[src/rtl/ser_pkg.sv]
`default_nettype none
// ============================================================================
// Module      : ser_pkg
// Description : Shared types and helpers for the bit serializer: FSM state
//               encoding, default word width and a counter-width function.
// Revision    : 1.0 - initial release
// ============================================================================
package ser_pkg;

  typedef enum logic [1:0] {
    S_IDLE  = 2'd0,
    S_SHIFT = 2'd1,
    S_GAP   = 2'd2
  } ser_state_e;

  localparam int SER_WIDTH_DEF = 8;

  // Bits needed to index 0..value-1; never less than 1 so a WIDTH=1 word
  // still gets a legal one-bit counter.
  function automatic int clog2(input int value);
    int res;
    int v;
    res = 0;
    v   = value - 1;
    while (v > 0) begin
      res = res + 1;
      v   = v >> 1;
    end
    return (res < 1) ? 1 : res;
  endfunction

endpackage
`default_nettype wire

[src/rtl/bit_serializer_if.sv]
`default_nettype none
// ============================================================================
// Module      : bit_serializer_if
// Description : Parallel-word handshake and serial output bundle of the bit
//               serializer. slave = serializer side, master = feeder/observer.
// Revision    : 1.0 - initial release
// ============================================================================
interface bit_serializer_if
  import ser_pkg::*;
#(
  parameter int WIDTH = SER_WIDTH_DEF
);
  logic [WIDTH-1:0] in_data;
  logic             in_valid;
  logic             in_ready;
  logic             dout;
  logic             dout_valid;
  logic             word_done;
  logic             busy;

  modport master (
    output in_data, in_valid,
    input  in_ready, dout, dout_valid, word_done, busy
  );

  modport slave (
    input  in_data, in_valid,
    output in_ready, dout, dout_valid, word_done, busy
  );
endinterface
`default_nettype wire

[src/rtl/ser_hold_buf.sv]
`default_nettype none
// ============================================================================
// Module      : ser_hold_buf
// Description : One-entry holding register parking the next word while the
//               shift register is still busy. rst is asynchronous, active-low.
// Revision    : 1.0 - initial release
// ============================================================================
module ser_hold_buf
  import ser_pkg::*;
#(
  parameter int WIDTH = SER_WIDTH_DEF
) (
  input  wire logic             clk,
  input  wire logic             rst,
  input  wire logic             load,
  input  wire logic             unload,
  input  wire logic [WIDTH-1:0] din,
  output logic      [WIDTH-1:0] dout,
  output logic                  full
);
  logic [WIDTH-1:0] data_q, data_d;
  logic             full_q, full_d;

  // Next contents: a load wins over an unload (they never coincide in use).
  always_comb begin
    data_d = data_q;
    full_d = full_q;
    if (unload) full_d = 1'b0;
    if (load) begin
      data_d = din;
      full_d = 1'b1;
    end
  end

  // Storage, emptied by reset.
  always_ff @(posedge clk or negedge rst) begin
    if (!rst) begin
      data_q <= '0;
      full_q <= 1'b0;
    end else begin
      data_q <= data_d;
      full_q <= full_d;
    end
  end

  assign dout = data_q;
  assign full = full_q;
endmodule
`default_nettype wire

[src/rtl/bit_serializer.sv]
`default_nettype none
// ============================================================================
// Module      : bit_serializer
// Description : Serializes parallel words one bit per clk, MSB or LSB first,
//               with a one-word holding buffer so consecutive words stream
//               without a bubble. Optional macro SER_GAP_EN inserts one
//               dout=0/dout_valid=1 gap cycle after every word.
//               rst is asynchronous, active-low. All outputs registered.
// Revision    : 1.0 - initial release
// ============================================================================
module bit_serializer
  import ser_pkg::*;
#(
  parameter int WIDTH     = SER_WIDTH_DEF,
  parameter int MSB_FIRST = 1
) (
  input wire logic         clk,
  input wire logic         rst,
  bit_serializer_if.slave  bus
);
  localparam int             CNT_W    = clog2(WIDTH);
  localparam logic [CNT_W-1:0] LAST_IDX = CNT_W'(WIDTH - 1);
`ifdef SER_GAP_EN
  localparam bit GAP_EN = 1'b1;
`else
  localparam bit GAP_EN = 1'b0;
`endif

  // Bit presented first from a word, and the word with that bit consumed.
  function automatic logic first_bit(input logic [WIDTH-1:0] w);
    return (MSB_FIRST != 0) ? w[WIDTH-1] : w[0];
  endfunction

  function automatic logic [WIDTH-1:0] advance(input logic [WIDTH-1:0] w);
    return (MSB_FIRST != 0) ? (w << 1) : (w >> 1);
  endfunction

  ser_state_e       state_q, state_d;
  logic [WIDTH-1:0] sh_q, sh_d;          // bits still to be sent after dout_q
  logic [CNT_W-1:0] cnt_q, cnt_d;        // index of the bit now on dout
  logic             dout_q, dout_d;
  logic             dout_valid_q, dout_valid_d;
  logic             word_done_q, word_done_d;
  logic             in_ready_q, in_ready_d;
  logic             busy_q, busy_d;

  logic             accept;
  logic             last_bit;
  logic             load_now;
  logic [WIDTH-1:0] load_word;
  logic             hold_load, hold_unload, hold_full, hold_full_d;
  logic [WIDTH-1:0] hold_data;

  // in_ready_q mirrors the buffer being empty, so it never depends on in_valid.
  assign accept   = bus.in_valid & in_ready_q;
  assign last_bit = (state_q == S_SHIFT) && (cnt_q == LAST_IDX);

  ser_hold_buf #(
    .WIDTH (WIDTH)
  ) u_hold (
    .clk    (clk),
    .rst    (rst),
    .load   (hold_load),
    .unload (hold_unload),
    .din    (bus.in_data),
    .dout   (hold_data),
    .full   (hold_full)
  );

  // FSM next state and next registered outputs; a word is loaded into the
  // shift register either straight from the bus or from the holding buffer.
  always_comb begin
    state_d      = state_q;
    sh_d         = sh_q;
    cnt_d        = cnt_q;
    dout_d       = 1'b0;
    dout_valid_d = 1'b0;
    word_done_d  = 1'b0;
    hold_load    = 1'b0;
    hold_unload  = 1'b0;
    load_now     = 1'b0;
    load_word    = bus.in_data;

    case (state_q)
      S_IDLE: begin
        if (accept) load_now = 1'b1;
      end
      S_SHIFT: begin
        if (!last_bit) begin
          dout_d       = first_bit(sh_q);
          sh_d         = advance(sh_q);
          cnt_d        = cnt_q + 1'b1;
          dout_valid_d = 1'b1;
          word_done_d  = ((cnt_q + 1'b1) == LAST_IDX);
          hold_load    = accept;
        end else if (GAP_EN) begin
          // Separator bit: a word arriving now waits in the buffer.
          state_d      = S_GAP;
          dout_valid_d = 1'b1;
          hold_load    = accept;
        end else if (hold_full) begin
          hold_unload = 1'b1;
          load_now    = 1'b1;
          load_word   = hold_data;
        end else if (accept) begin
          load_now = 1'b1;
        end else begin
          state_d = S_IDLE;
        end
      end
      S_GAP: begin
        if (hold_full) begin
          hold_unload = 1'b1;
          load_now    = 1'b1;
          load_word   = hold_data;
        end else if (accept) begin
          load_now = 1'b1;
        end else begin
          state_d = S_IDLE;
        end
      end
      default: state_d = S_IDLE;
    endcase

    if (load_now) begin
      state_d      = S_SHIFT;
      dout_d       = first_bit(load_word);
      sh_d         = advance(load_word);
      cnt_d        = '0;
      dout_valid_d = 1'b1;
      word_done_d  = (LAST_IDX == '0);
    end

    hold_full_d = (hold_full & ~hold_unload) | hold_load;
    in_ready_d  = ~hold_full_d;
    busy_d      = (state_d != S_IDLE) | hold_full_d;
  end

  // State and output registers; reset discards any word in flight.
  always_ff @(posedge clk or negedge rst) begin
    if (!rst) begin
      state_q      <= S_IDLE;
      sh_q         <= '0;
      cnt_q        <= '0;
      dout_q       <= 1'b0;
      dout_valid_q <= 1'b0;
      word_done_q  <= 1'b0;
      in_ready_q   <= 1'b0;
      busy_q       <= 1'b0;
    end else begin
      state_q      <= state_d;
      sh_q         <= sh_d;
      cnt_q        <= cnt_d;
      dout_q       <= dout_d;
      dout_valid_q <= dout_valid_d;
      word_done_q  <= word_done_d;
      in_ready_q   <= in_ready_d;
      busy_q       <= busy_d;
    end
  end

  assign bus.in_ready   = in_ready_q;
  assign bus.dout       = dout_q;
  assign bus.dout_valid = dout_valid_q;
  assign bus.word_done  = word_done_q;
  assign bus.busy       = busy_q;
endmodule
`default_nettype wire

[src/flat_wrapper.sv]
// flat-port wrapper written by rule: the top's interface ports become plain ports
module bit_serializer_flat import ser_pkg::*;
#(
  parameter int WIDTH     = SER_WIDTH_DEF,
  parameter int MSB_FIRST = 1
)
  (clk, rst, bus_in_data, bus_in_valid, bus_in_ready, bus_dout, bus_dout_valid, bus_word_done, bus_busy);
  bit_serializer_if #(.WIDTH(WIDTH)) bus_i ();
  input wire logic clk;
  input wire logic rst;
  input wire logic [$bits(bus_i.in_data)-1:0] bus_in_data;
  input wire logic [$bits(bus_i.in_valid)-1:0] bus_in_valid;
  output wire logic [$bits(bus_i.in_ready)-1:0] bus_in_ready;
  output wire logic [$bits(bus_i.dout)-1:0] bus_dout;
  output wire logic [$bits(bus_i.dout_valid)-1:0] bus_dout_valid;
  output wire logic [$bits(bus_i.word_done)-1:0] bus_word_done;
  output wire logic [$bits(bus_i.busy)-1:0] bus_busy;
  assign bus_i.in_data = bus_in_data;
  assign bus_i.in_valid = bus_in_valid;
  assign bus_in_ready = bus_i.in_ready;
  assign bus_dout = bus_i.dout;
  assign bus_dout_valid = bus_i.dout_valid;
  assign bus_word_done = bus_i.word_done;
  assign bus_busy = bus_i.busy;
  bit_serializer #(.WIDTH(WIDTH), .MSB_FIRST(MSB_FIRST)) u_core (.clk(clk), .rst(rst), .bus(bus_i));
endmodule
[config.mk]
export PLATFORM = sky130hd
export DESIGN_NAME = bit_serializer_flat
export DESIGN_NICKNAME = d
export VERILOG_FILES = /design/src/rtl/ser_pkg.sv /design/src/rtl/bit_serializer_if.sv /design/src/rtl/ser_hold_buf.sv /design/src/rtl/bit_serializer.sv /design/src/flat_wrapper.sv
export SDC_FILE = /design/constraint.sdc
export NUM_CORES = 1
export LEC_CHECK = 0
export BUFFER_PORTS_ARGS = -buffer_cell sky130_fd_sc_hd__buf_2
export CAP_MARGIN = 20
export CORE_ASPECT_RATIO = 0.75
export CORE_MARGIN = 4
export CORE_UTILIZATION = 35
export DETAILED_ROUTE_END_ITERATION = 12
export GPL_TIMING_DRIVEN = 0
export PLACE_DENSITY = 0.63
export REMOVE_ABC_BUFFERS = 1
export SYNTH_ARGS = -nofsm -noshare
export SYNTH_HDL_FRONTEND = slang
export SYNTH_SLANG_ARGS = --single-unit
[constraint.sdc]
create_clock -name clk -period 2.06 [get_ports clk]
set_input_delay 0.309 -clock clk [delete_from_list [all_inputs] [get_ports clk]]
set_output_delay 0.309 -clock clk [all_outputs]
set_load 0.01 [all_outputs]
==> impl_metrics.toml <==
[run_status]
outcome = "complete, no violations"

[global_route]
grt.overflow.total = 0
grt_pass1_wl_um = 5540
antenna_found_initial = 0
grt_start_max_net_pins = 27
grtUsageTotal_pct = 12.8
grt_pass1_vias = 1146

[floorplanning]
die_h_um = 64.4
dieArea_um2 = 5360
core_um2 = 4080
die_w_um = 83.2
io_pins = 16
initial_core_util_pct = 36.4
rows = 20

[timing]
final-hold-violation-count = 0
drv_slew = 0
fin_skew_ps = 11.5
fin_crit_ps = 2010
fin_crit_sh_pct = 97.4
setup_ws_ps = 53.7
rsz0062_at_grt = "true"
setup_viol = 0
worst_slew_pin_slew_ps = 601
maxSlewHeadroom_pct = 59.9
max_freq_ghz = 0.498

[placement]
gp_congestion = 0.869
dp_hpwl_um = 2270
placed_cell_area_um2 = 1580
pre_cts_ws_ps = -272
io_buffers = 15
dp_cells = 207

[hold_path]
hold_class = "in2async"

[pwr]
p_clk_share_pct = 15.7
p_switching_uw = 833
combPwrFrac_pct = 43.8
p_int_mw = 1.29
power_density_nw_per_um2 = 1240
swShare_pct = 39.2
irDropWorstVdd_mv = 0.597
power_leakage_nw = 0.732
power_frac_seq_pct = 40.5
total_power_mw = 2.12

[clock_tree]
cts_sinks = 26
clk_latency_ps = 280
htreeDepth = 1
cts_made_buffers = 3
cts_buffer_depth = 2
tritoncts = "built"
clockRootBuffer = "clkbuf_8"
path_clk_slew_ps = 90

[route]
drt_drc_violations_left = 0
wirelength_um = 3220
ant_nets = 0
wl_per_cell_um = 15.1
drt-pass1-iter-count = 4
drt_iter0_markers = 59
detailroute.via_count = 1148
routed_via_density = 5.39

[layout]
n_antenna_cell = 0
stdcell_count = 213
areaGrowthSynthToFinish_pct = 15.3
drive_above_1_share_pct = 31.0
seqCellArea_um2 = 652
multi_input_area_um2 = 825
nNetsFinal = 177
post-route-cell-area_um2 = 1710
fillCellCount = 386

[synthesis]
synth_area_per_cell_um2 = 10.4
async_flop_share_pct = 100
ys.warnings.count = 0
synth.most_common_cell = "dfrtp_1"
synth_ff_type = "dfrtp_1"
synth_top_cells_by_area = "dfrtp_1 (44%), mux2_2 (6.1%), ha_1 (5.9%)"
synthDistinctLibCells = 39
syn_inst = 143
synth_commonest_cells = "dfrtp_1 (26), o21ai_0 (13), a21oi_1 (9), nand3_1 (9)"
ys_seq_area_share_pct = 43.8
netlist.area_leader.share_pct = 43.8
netlist_area_um2 = 1490
synth_seq_cells = 26
synth_edf_count = 0
yosysTopAreaCell = "dfrtp_1"

[critical_path]
worstSetupPathType = "reg2reg"
arrival_ps = 2170
cp-endpoint = "u_core.sh_q[7]$_DFFE_PN0P_"
critPathLaunch = "u_core.state_q[1]$_DFF_PN0_"
worstSetupEndpointType = "register"
worst-r2r-cell-count = 6
required_ps = 2230
r2r-end = "u_core.sh_q[7]$_DFFE_PN0P_"
cp_max_fo = 13
worstReg2RegStart = "u_core.state_q[1]$_DFF_PN0_"
regToRegSetupSlack_ps = 50
critPathLaunchType = "register"

[run]
cap_violations = 0
[placed cells by master (no fill, tap or decap), types with 2 or more instances in the layout]
cell | synthesis | routed
buf_2 | 1 | 15
o31ai_1 | 4 | 4
nand2b_1 | 6 | 6
ha_1 | 7 | 3
buf_4 | 0 | 2
o31ai_2 | 3 | 3
inv_1 | 6 | 6
a21oi_1 | 9 | 9
clkbuf_8 | 0 | 4
o21ai_0 | 13 | 13
ha_2 | 0 | 3
a21o_1 | 2 | 2
nand3_1 | 9 | 9
nor2_1 | 8 | 8
dfrtp_1 | 26 | 25
nand2_1 | 7 | 7
mux2_2 | 8 | 8
a211oi_1 | 7 | 6
[routing by layer]
layer / global-route usage [%] / wire length, um / vias to the layer above
met1: 17.1 / 1580 / 561
met3: 3.30 / 115 / 4
met2: 21.0 / 1500 / 22
li1: - / - / 561
met4: 2.65 / 22 / 0
met5: 0 / 0 / -
[flip-flops by register name (all words and copies together), names as in the netlist]
| register | count |
|---|---|
| u_core.u_hold.dout | 8 |
| u_core.cnt_q | 3 |
| u_core.bus.dout_valid | 1 |
| u_core.bus.in_ready | 1 |
| u_core.bus.busy | 1 |
| u_core.u_hold.full | 1 |
| u_core.state_q | 2 |
| u_core.sh_q | 7 |
| u_core.bus.word_done | 1 |
| u_core.bus.dout | 1 |
[final cells by class]
cell class | instances | share of cell area [%]
repair buffers | 17 | 5.26
flip-flops and latches | 26 | 38.1
well taps | 55 | 4.02
multi-input cells | 105 | 48.1
inverters | 6 | 1.31
clock buffers | 4 | 3.21
[worst min-delay path by stage]
stage	startpoint	endpoint	slack (ps)	depth (start not counted)
final	rst	u_core.sh_q[3]$_DFFE_PN0P_	30	1
after global routing	rst	u_core.bus.busy$_DFF_PN0_	60	1
after CTS	rst	u_core.state_q[1]$_DFF_PN0_	40	1
after detailed placement	rst	u_core.bus.busy$_DFF_PN0_	350	1
after global placement	rst	u_core.u_hold.full$_DFFE_PN0P_	330	1
after floorplan	rst	u_core.bus.busy$_DFF_PN0_	10	0
[critical path, stage by stage (launching register included)]
cell	delay, ps
dfrtp_1	480
inv_1	160
ha_2	230
nand3_1	180
a211o_4	450
a211oi_1	300
o31ai_2	100
[kinds of logic after synthesis]
kind of cell	after synthesis	share of synthesized area, %
muxes	8	6.07
adders and majority gates	7	5.90
and+or+nand+nor	37	13.5
DFF	26	43.8
AOI/OAI and AO/OA	53	26.1
buffers and inverters	12	4.63
[power groups by stage]
stage               clock network, mW  logic [mW]  registers [mW]
floorplan                           0       0.622           0.838
global placement                    0       0.809           0.849
detailed placement                  0       0.847           0.864
CTS                             0.346       0.876           0.855
global route                    0.368        1.05           0.894
finish                          0.333       0.931           0.860
[stage by stage]
step	setup TNS, ps	util (%)	hold slack (ps)
after floorplan	0	-	13.4
after global placement	-1090	38.8	333
after detailed placement	-2140	38.8	350
after CTS	0	40.6	39.3
after global routing	-52.0	42.0	61.7
final	0	42.0	32.9
[what timing repair did]
action                     4_1_cts  5_1_grt
setup endpoints to repair       15       12
buffers inserted                 0        2
hold buffers                     0        0
pin swaps                        0        2
gates resized for setup          6        7
(Power assumes the default switching activity.)
